### config.mk
export PLATFORM = sky130hd
export DESIGN_NAME = seq_ctrl_vector_player_flat
export DESIGN_NICKNAME = d
export VERILOG_FILES = /design/src/rtl/seq_ctrl_vector_player_if.sv /design/src/rtl/seq_ctrl_vector_player.sv /design/src/flat_wrapper.sv
export SDC_FILE = /design/constraint.sdc
export NUM_CORES = 2
export LEC_CHECK = 0
export CELL_PAD_IN_SITES_DETAIL_PLACEMENT = 0
export CELL_PAD_IN_SITES_GLOBAL_PLACEMENT = 2
export CORE_UTILIZATION = 40
export CTS_CLUSTER_DIAMETER = 80
export DETAILED_ROUTE_END_ITERATION = 7
export GPL_TIMING_DRIVEN = 0
export PLACE_DENSITY = 0.74
export REMOVE_ABC_BUFFERS = 1
export SETUP_SLACK_MARGIN = 0.4
export SLEW_MARGIN = 25
export SYNTH_ARGS = -nofsm -noshare
export SYNTH_HDL_FRONTEND = slang
export SYNTH_SLANG_ARGS = --single-unit
### constraint.sdc
create_clock -name clk -period 5.6 [get_ports clk]
set_clock_uncertainty 0.05 [all_clocks]
set_input_delay 0.84 -clock clk [delete_from_list [all_inputs] [get_ports clk]]
set_output_delay 0.84 -clock clk [all_outputs]
set_load 0.01 [all_outputs]
### src/rtl/seq_ctrl_vector_player_if.sv
// rtl/seq_ctrl_vector_player_if.sv - host and controller-side signals of the vector player
// Host loads memories and starts runs; the player drives and samples the sequence controller.
interface seq_ctrl_vector_player_if #(
  parameter int VEC_DEPTH   = 32,
  parameter int CYC_PER_VEC = 8,
  parameter int ERR_W       = 16
);
  localparam int VAW = $clog2(VEC_DEPTH);
  localparam int EAW = $clog2(VEC_DEPTH * CYC_PER_VEC);

  logic             stim_we;
  logic [VAW-1:0]   stim_addr;
  logic [4:0]       stim_data;
  logic             exp_we;
  logic [EAW-1:0]   exp_addr;
  logic [8:0]       exp_data;
  logic [VAW:0]     num_vec;
  logic             start;
  logic             dut_rst;
  logic             dut_zero;
  logic [2:0]       dut_opcode;
  logic [8:0]       dut_outs;
  logic             busy;
  logic             done;
  logic             pass;
  logic [ERR_W-1:0] err_count;
  logic [EAW-1:0]   first_err_idx;
  logic [8:0]       first_err_exp;
  logic [8:0]       first_err_got;

  modport slave (
    input  stim_we, stim_addr, stim_data, exp_we, exp_addr, exp_data, num_vec, start, dut_outs,
    output dut_rst, dut_zero, dut_opcode, busy, done, pass, err_count,
           first_err_idx, first_err_exp, first_err_got
  );

  modport master (
    output stim_we, stim_addr, stim_data, exp_we, exp_addr, exp_data, num_vec, start, dut_outs,
    input  dut_rst, dut_zero, dut_opcode, busy, done, pass, err_count,
           first_err_idx, first_err_exp, first_err_got
  );
endinterface

### src/rtl/seq_ctrl_vector_player.sv
// rtl/seq_ctrl_vector_player.sv - stimulus replay and per-clock output checker for the sequence controller
// Each stored vector is held for one fetch cycle while every clock's outputs are compared to expected data.
module seq_ctrl_vector_player #(
  parameter int VEC_DEPTH   = 32,
  parameter int CYC_PER_VEC = 8,
  parameter int ERR_W       = 16
) (
  input  logic                   clk,
  input  logic                   rst,
  seq_ctrl_vector_player_if.slave bus
);
  localparam int VAW  = $clog2(VEC_DEPTH);
  localparam int EAW  = $clog2(VEC_DEPTH * CYC_PER_VEC);
  localparam int CAW  = (CYC_PER_VEC > 1) ? $clog2(CYC_PER_VEC) : 1;
  localparam int NEXP = VEC_DEPTH * CYC_PER_VEC;
  localparam logic [VAW:0]   NV_MAX   = (VAW+1)'(VEC_DEPTH);
  localparam logic [CAW-1:0] CYC_LAST = CAW'(CYC_PER_VEC - 1);

  typedef enum logic [1:0] {S_IDLE, S_RUN, S_DONE} state_t;

  state_t           state_q;
  logic [4:0]       stim_mem [VEC_DEPTH];
  logic [8:0]       exp_mem  [NEXP];
  logic [VAW-1:0]   vec_q;
  logic [CAW-1:0]   cyc_q;
  logic [EAW-1:0]   k_q, last_k_q;
  logic [ERR_W-1:0] err_q, err_d;
  logic             busy_q, done_q, pass_q;
  logic [EAW-1:0]   first_idx_q;
  logic [8:0]       first_exp_q, first_got_q;
  logic [4:0]       stim_q;

  logic [VAW:0]     nv_clamp;
  logic [EAW-1:0]   last_k_d;
  logic [8:0]       exp_k;
  logic             mismatch;
  logic [4:0]       stim_next;

  always_comb begin
    nv_clamp  = (bus.num_vec > NV_MAX) ? NV_MAX : bus.num_vec;
    last_k_d  = EAW'(int'(nv_clamp) * CYC_PER_VEC - 1);
    exp_k     = exp_mem[k_q];
    mismatch  = (bus.dut_outs != exp_k);
    err_d     = (mismatch && (err_q != '1)) ? err_q + 1'b1 : err_q;
    stim_next = stim_mem[vec_q + 1'b1];
  end

  // Memory contents survive reset so an aborted run can be replayed without reloading.
  always_ff @(posedge clk) begin
    if (bus.stim_we && state_q != S_RUN) stim_mem[bus.stim_addr] <= bus.stim_data;
    if (bus.exp_we && state_q != S_RUN)  exp_mem[bus.exp_addr]   <= bus.exp_data;
  end

  always_ff @(posedge clk or posedge rst) begin
    if (rst) begin
      state_q     <= S_IDLE;
      vec_q       <= '0;
      cyc_q       <= '0;
      k_q         <= '0;
      last_k_q    <= '0;
      err_q       <= '0;
      busy_q      <= 1'b0;
      done_q      <= 1'b0;
      pass_q      <= 1'b0;
      first_idx_q <= '0;
      first_exp_q <= '0;
      first_got_q <= '0;
      stim_q      <= '0;
    end else begin
      case (state_q)
        S_IDLE, S_DONE: begin
          if (bus.start) begin
            err_q       <= '0;
            first_idx_q <= '0;
            first_exp_q <= '0;
            first_got_q <= '0;
            vec_q       <= '0;
            cyc_q       <= '0;
            k_q         <= '0;
            last_k_q    <= last_k_d;
            if (nv_clamp != '0) begin
              state_q <= S_RUN;
              busy_q  <= 1'b1;
              done_q  <= 1'b0;
              pass_q  <= 1'b0;
              stim_q  <= stim_mem[0];
            end else begin
              state_q <= S_DONE;
              busy_q  <= 1'b0;
              done_q  <= 1'b1;
              pass_q  <= 1'b1;
            end
          end
        end
        S_RUN: begin
          k_q   <= k_q + 1'b1;
          err_q <= err_d;
          // err_q never returns to zero once counting, so this captures only the first miss.
          if (mismatch && err_q == '0) begin
            first_idx_q <= k_q;
            first_exp_q <= exp_k;
            first_got_q <= bus.dut_outs;
          end
          if (k_q == last_k_q) begin
            state_q <= S_DONE;
            busy_q  <= 1'b0;
            done_q  <= 1'b1;
            pass_q  <= (err_d == '0);
          end else if (cyc_q == CYC_LAST) begin
            cyc_q  <= '0;
            vec_q  <= vec_q + 1'b1;
            stim_q <= stim_next;
          end else begin
            cyc_q <= cyc_q + 1'b1;
          end
        end
        default: state_q <= S_IDLE;
      endcase
    end
  end

  assign bus.dut_rst       = stim_q[4];
  assign bus.dut_zero      = stim_q[3];
  assign bus.dut_opcode    = stim_q[2:0];
  assign bus.busy          = busy_q;
  assign bus.done          = done_q;
  assign bus.pass          = pass_q;
  assign bus.err_count     = err_q;
  assign bus.first_err_idx = first_idx_q;
  assign bus.first_err_exp = first_exp_q;
  assign bus.first_err_got = first_got_q;
endmodule

### src/flat_wrapper.sv
// flat-port wrapper written by rule: the top's interface ports become plain ports
module seq_ctrl_vector_player_flat 
#(
  parameter int VEC_DEPTH   = 32,
  parameter int CYC_PER_VEC = 8,
  parameter int ERR_W       = 16
)
  (clk, rst, bus_stim_we, bus_stim_addr, bus_stim_data, bus_exp_we, bus_exp_addr, bus_exp_data, bus_num_vec, bus_start, bus_dut_outs, bus_dut_rst, bus_dut_zero, bus_dut_opcode, bus_busy, bus_done, bus_pass, bus_err_count, bus_first_err_idx, bus_first_err_exp, bus_first_err_got);
  seq_ctrl_vector_player_if #(.VEC_DEPTH(VEC_DEPTH), .CYC_PER_VEC(CYC_PER_VEC), .ERR_W(ERR_W)) bus_i ();
  input  logic clk;
  input  logic rst;
  input wire logic [$bits(bus_i.stim_we)-1:0] bus_stim_we;
  input wire logic [$bits(bus_i.stim_addr)-1:0] bus_stim_addr;
  input wire logic [$bits(bus_i.stim_data)-1:0] bus_stim_data;
  input wire logic [$bits(bus_i.exp_we)-1:0] bus_exp_we;
  input wire logic [$bits(bus_i.exp_addr)-1:0] bus_exp_addr;
  input wire logic [$bits(bus_i.exp_data)-1:0] bus_exp_data;
  input wire logic [$bits(bus_i.num_vec)-1:0] bus_num_vec;
  input wire logic [$bits(bus_i.start)-1:0] bus_start;
  input wire logic [$bits(bus_i.dut_outs)-1:0] bus_dut_outs;
  output wire logic [$bits(bus_i.dut_rst)-1:0] bus_dut_rst;
  output wire logic [$bits(bus_i.dut_zero)-1:0] bus_dut_zero;
  output wire logic [$bits(bus_i.dut_opcode)-1:0] bus_dut_opcode;
  output wire logic [$bits(bus_i.busy)-1:0] bus_busy;
  output wire logic [$bits(bus_i.done)-1:0] bus_done;
  output wire logic [$bits(bus_i.pass)-1:0] bus_pass;
  output wire logic [$bits(bus_i.err_count)-1:0] bus_err_count;
  output wire logic [$bits(bus_i.first_err_idx)-1:0] bus_first_err_idx;
  output wire logic [$bits(bus_i.first_err_exp)-1:0] bus_first_err_exp;
  output wire logic [$bits(bus_i.first_err_got)-1:0] bus_first_err_got;
  assign bus_i.stim_we = bus_stim_we;
  assign bus_i.stim_addr = bus_stim_addr;
  assign bus_i.stim_data = bus_stim_data;
  assign bus_i.exp_we = bus_exp_we;
  assign bus_i.exp_addr = bus_exp_addr;
  assign bus_i.exp_data = bus_exp_data;
  assign bus_i.num_vec = bus_num_vec;
  assign bus_i.start = bus_start;
  assign bus_i.dut_outs = bus_dut_outs;
  assign bus_dut_rst = bus_i.dut_rst;
  assign bus_dut_zero = bus_i.dut_zero;
  assign bus_dut_opcode = bus_i.dut_opcode;
  assign bus_busy = bus_i.busy;
  assign bus_done = bus_i.done;
  assign bus_pass = bus_i.pass;
  assign bus_err_count = bus_i.err_count;
  assign bus_first_err_idx = bus_i.first_err_idx;
  assign bus_first_err_exp = bus_i.first_err_exp;
  assign bus_first_err_got = bus_i.first_err_got;
  seq_ctrl_vector_player #(.VEC_DEPTH(VEC_DEPTH), .CYC_PER_VEC(CYC_PER_VEC), .ERR_W(ERR_W)) u_core (.clk(clk), .rst(rst), .bus(bus_i));
endmodule
==> results.cfg <==
[placement]
gp_congestion = 0.809
placed_cells = 8389
dpl.hpwl_um = 181000
io_buffers = 96
placed_cell_area_mm2 = 0.107

[sta]
finalCriticalPeriod_ns = 5.20
setup_tns_ns = 0
hold_viol_final = 0
fmax_mhz = 192
worst_pin_slew_ns = 1.13
final-max-slew-violation-count = 0
slew_headroom_pct = 24.8
rsz0062_at_grt = false
final-setup-viol-count = 0
final.period_utilization_pct = 92.9

[logic_synthesis]
synth.distinct_cells = 87
synth-xor-area-share_pct = 0.148
synth_compound_area_share_pct = 3.46
synth.largest_area_cell = edfxtp_1
synth_top_family_by_area = multiplexers
netlist_area_mm2 = 0.101
synthMuxAreaShare_pct = 14.8
synth_commonest_cells = edfxtp_1 (2,464), mux4_2 (489), nor2_1 (353)
synth-simple-area-share_pct = 4.00
yosys_warnings = 0
synthFlopType = edfxtp_1
synthTopCellsByArea = edfxtp_1 (74%), mux4_2 (11%), mux2i_1 (3.5%), dfrtp_1 (1.8%), nor2_1 (1.3%)
synth_fa_ha_area_share_pct = 0.0995
async_reset_ff_share_pct = 2.92
synth_edf_count = 2464
synth_top_area_share_pct = 73.6
synthCells = 5145
yosysSeqAreaShare_pct = 75.4
synth_area_per_cell_um2 = 19.5
yosysMostFrequentCell = edfxtp_1
synth-seq-cells = 2538

[critical_path]
slowest_stage = nor3_1
critPathCapture = u_core.bus.first_err_got[2]
cp.required_ns = 6.33
max_stage_delay_ns = 0.77
cp_max_fo = 37
cp.depth = 21
crit_type = flop to flop
r2r_slack_ns = 0.40
r2r-end = u_core.bus.first_err_got[2]
cp_top_family = buffers and inverters
end_kind = flop
crit_top_cell = buf_12
arrival_ns = 5.93
reg2reg_from = u_core.k_q[2]
crit_buf_inv = 10
crit_path_cell_trace = buf_8, buf_16, buf_12, inv_4, buf_12, mux2i_1, o22ai_1, nor3_1, nand2_1, nand3_2, xor2_1, o2111a_2, buf_12, and2_4, nor4_4, buf_6, buf_8, buf_12, buf_6, nand2_1, o21ai_0
reg2regPathDepth = 21
worst_setup_path_start_kind = flop
crit_start = u_core.k_q[2]

[clock_tree]
cts_buffers = 286
cts_tree = done
clk_latency_ns = 0.92
postCtsHoldBufs = 0
clk_pin_slew_ns = 0.06
cts-root-buf = clkbuf_16
htree_num_levels = 5
clock-sinks = 2538
cts_buffer_depth = 4

[cells_and_area]
fin_area_mm2 = 0.118
fill_cells = 20500
final_cell_count_no_fill = 8988
final_nets = 5504
fin_util_pct = 47.2
drive_gt1_share_pct = 24.0
syn_to_final_growth_pct = 17.1

[routing]
vias = 52700
ant_nets = 0
routed_via_density = 5.86
first_pass_iters = 6
drc = 0
drt_iter0_drc = 5960
totalWireLength_um = 288000
wl_per_cell_um = 32.0

[floorplanning]
dieWidth_um = 503
die_h_um = 503
coreArea_mm2 = 0.249
die_area_mm2 = 0.253
io_pins = 97
rows = 183
start_util_pct = 40.3

[global_routing]
grt_pass1_vias = 52300
grt_pass1_wl_um = 402000
grt_overflow = 0
grtUsageTotal_pct = 22.5
antenna_found_initial = 9
grt_max_degree = 116

[min_path]
worstHoldPathType = input pin to async pin

[power_and_ir_drop]
p_leak_nw = 37.2
ir_worst_vdd_mv = 0.283
power_density_mw_per_mm2 = 482
power_mw = 56.8

[run_status]
status = finished, final reports clean

[run]
cap_violations = 0
==> per-stage QoR <==
stage | hold WS, ns | worst slack [ns]
after floorplan | 0.404 | -20.36
after global placement | 0.424 | -46.32
after detailed placement | 0.429 | -1.88
after CTS | 0.203 | 0.392
after global routing | 0.215 | 0.404
final | 0.242 | 0.397
==> layer usage <==
metal | GRT usage, % | share of wire [%] | wire length, um | vias up
met2 | 36.9 | 49 | 140000 | 2249
met4 | 7.45 | 3.3 | 9590 | 2
met1 | 30.6 | 41 | 117000 | 28300
met5 | 0 | 0.0045 | 13 | -
met3 | 3.76 | 7.3 | 20900 | 430
li1 | - | - | - | 21700
==> power by group <==
group / internal (mW) / total [mW] / switching (mW)
sequential: 21.0 / 21.4 / 0.337
combinational: 7.57 / 17.5 / 9.89
clock: 10.6 / 17.9 / 7.31
==> registers in the layout, indices dropped and copies added (netlist names), 5 cells and up <==
register                  flops
u_core.exp_mem             2304
u_core.last_k_q               6
u_core.bus.err_count         16
u_core.k_q                    8
u_core.vec_q                  5
u_core.stim_q                 5
u_core.bus.first_err_idx      8
u_core.stim_mem             160
u_core.bus.first_err_got      9
u_core.bus.first_err_exp      9
==> cell families (layout without fill, tap and decap cells) <==
kind of cell | count (synthesis) | after routing
compound gates | 503 | 503
xor+xnor | 17 | 17
fa+ha+maj | 8 | 8
buf+inv | 329 | 834
flops | 2538 | 2538
mux | 862 | 862
other cells | 0 | 8
simple gates | 888 | 888
==> placed cells by master (no fill, tap or decap), drive strengths merged, types with 10 or more instances in the layout <==
master,n
a21oi,72
a221oi,17
a22oi,157
a31oi,33
and2,12
and3,18
buf,222
bufbuf,16
bufinv,22
clkbuf,367
clkdlybuf4s50,82
clkinv,93
dfrtp,74
edfxtp,2464
inv,26
mux2,20
mux2i,348
mux4,494
nand2,248
nand2b,16
nand3,96
nand4,31
nor2,355
nor2b,29
nor3,18
nor4,15
o2111ai,10
o21ai,81
o22ai,24
o31ai,12
or3,13
xnor2,11
==> worst min-delay path by stage <==
stage | from | endpoint | slack (ns)
floorplan | u_core.cyc_q[1] | u_core.cyc_q[1] | 0.40
detailed placement | u_core.stim_q[3] | u_core.stim_q[3] | 0.43
global placement | u_core.last_k_q[2] | u_core.last_k_q[2] | 0.42
finish | rst | u_core.bus.err_count[14] | 0.24
global route | bus_exp_data[5] | u_core.exp_mem[44][5] | 0.22
CTS | rst | u_core.bus.err_count[14] | 0.20
==> worst register-to-register path: stages, from the launching register on <==
cell	delay, ns
dfrtp_4	0.52
buf_8	0.19
buf_16	0.20
buf_12	0.33
inv_4	0.23
buf_12	0.25
mux2i_1	0.39
o22ai_1	0.23
nor3_1	0.77
nand2_1	0.15
nand3_2	0.20
xor2_1	0.17
o2111a_2	0.24
buf_12	0.15
and2_4	0.20
nor4_4	0.05
buf_6	0.13
buf_8	0.14
buf_12	0.17
buf_6	0.15
nand2_1	0.06
o21ai_0	0.08
==> layout make-up <==
type	instances	area, um^2	share of cell area (%)
Multi-Input combinational cell	2278	23600	20.1
Sequential cell	2538	75900	64.5
Clock inverter	126	1190	1.01
Timing Repair Buffer	324	5070	4.30
Antenna cell	8	20.0	0.0170
Inverter	21	119	0.101
Tap cell	3330	4170	3.54
Clock buffer	363	7640	6.49
==> what timing repair did <==
item                                    CTS  global route
cloned                                   16             4
endpoints found under the setup margin   43            20
resized for setup                       105            21
pin swaps                                20            10
buffers inserted                         39            43
No activity file was read; power rests on OpenSTA's default activity.
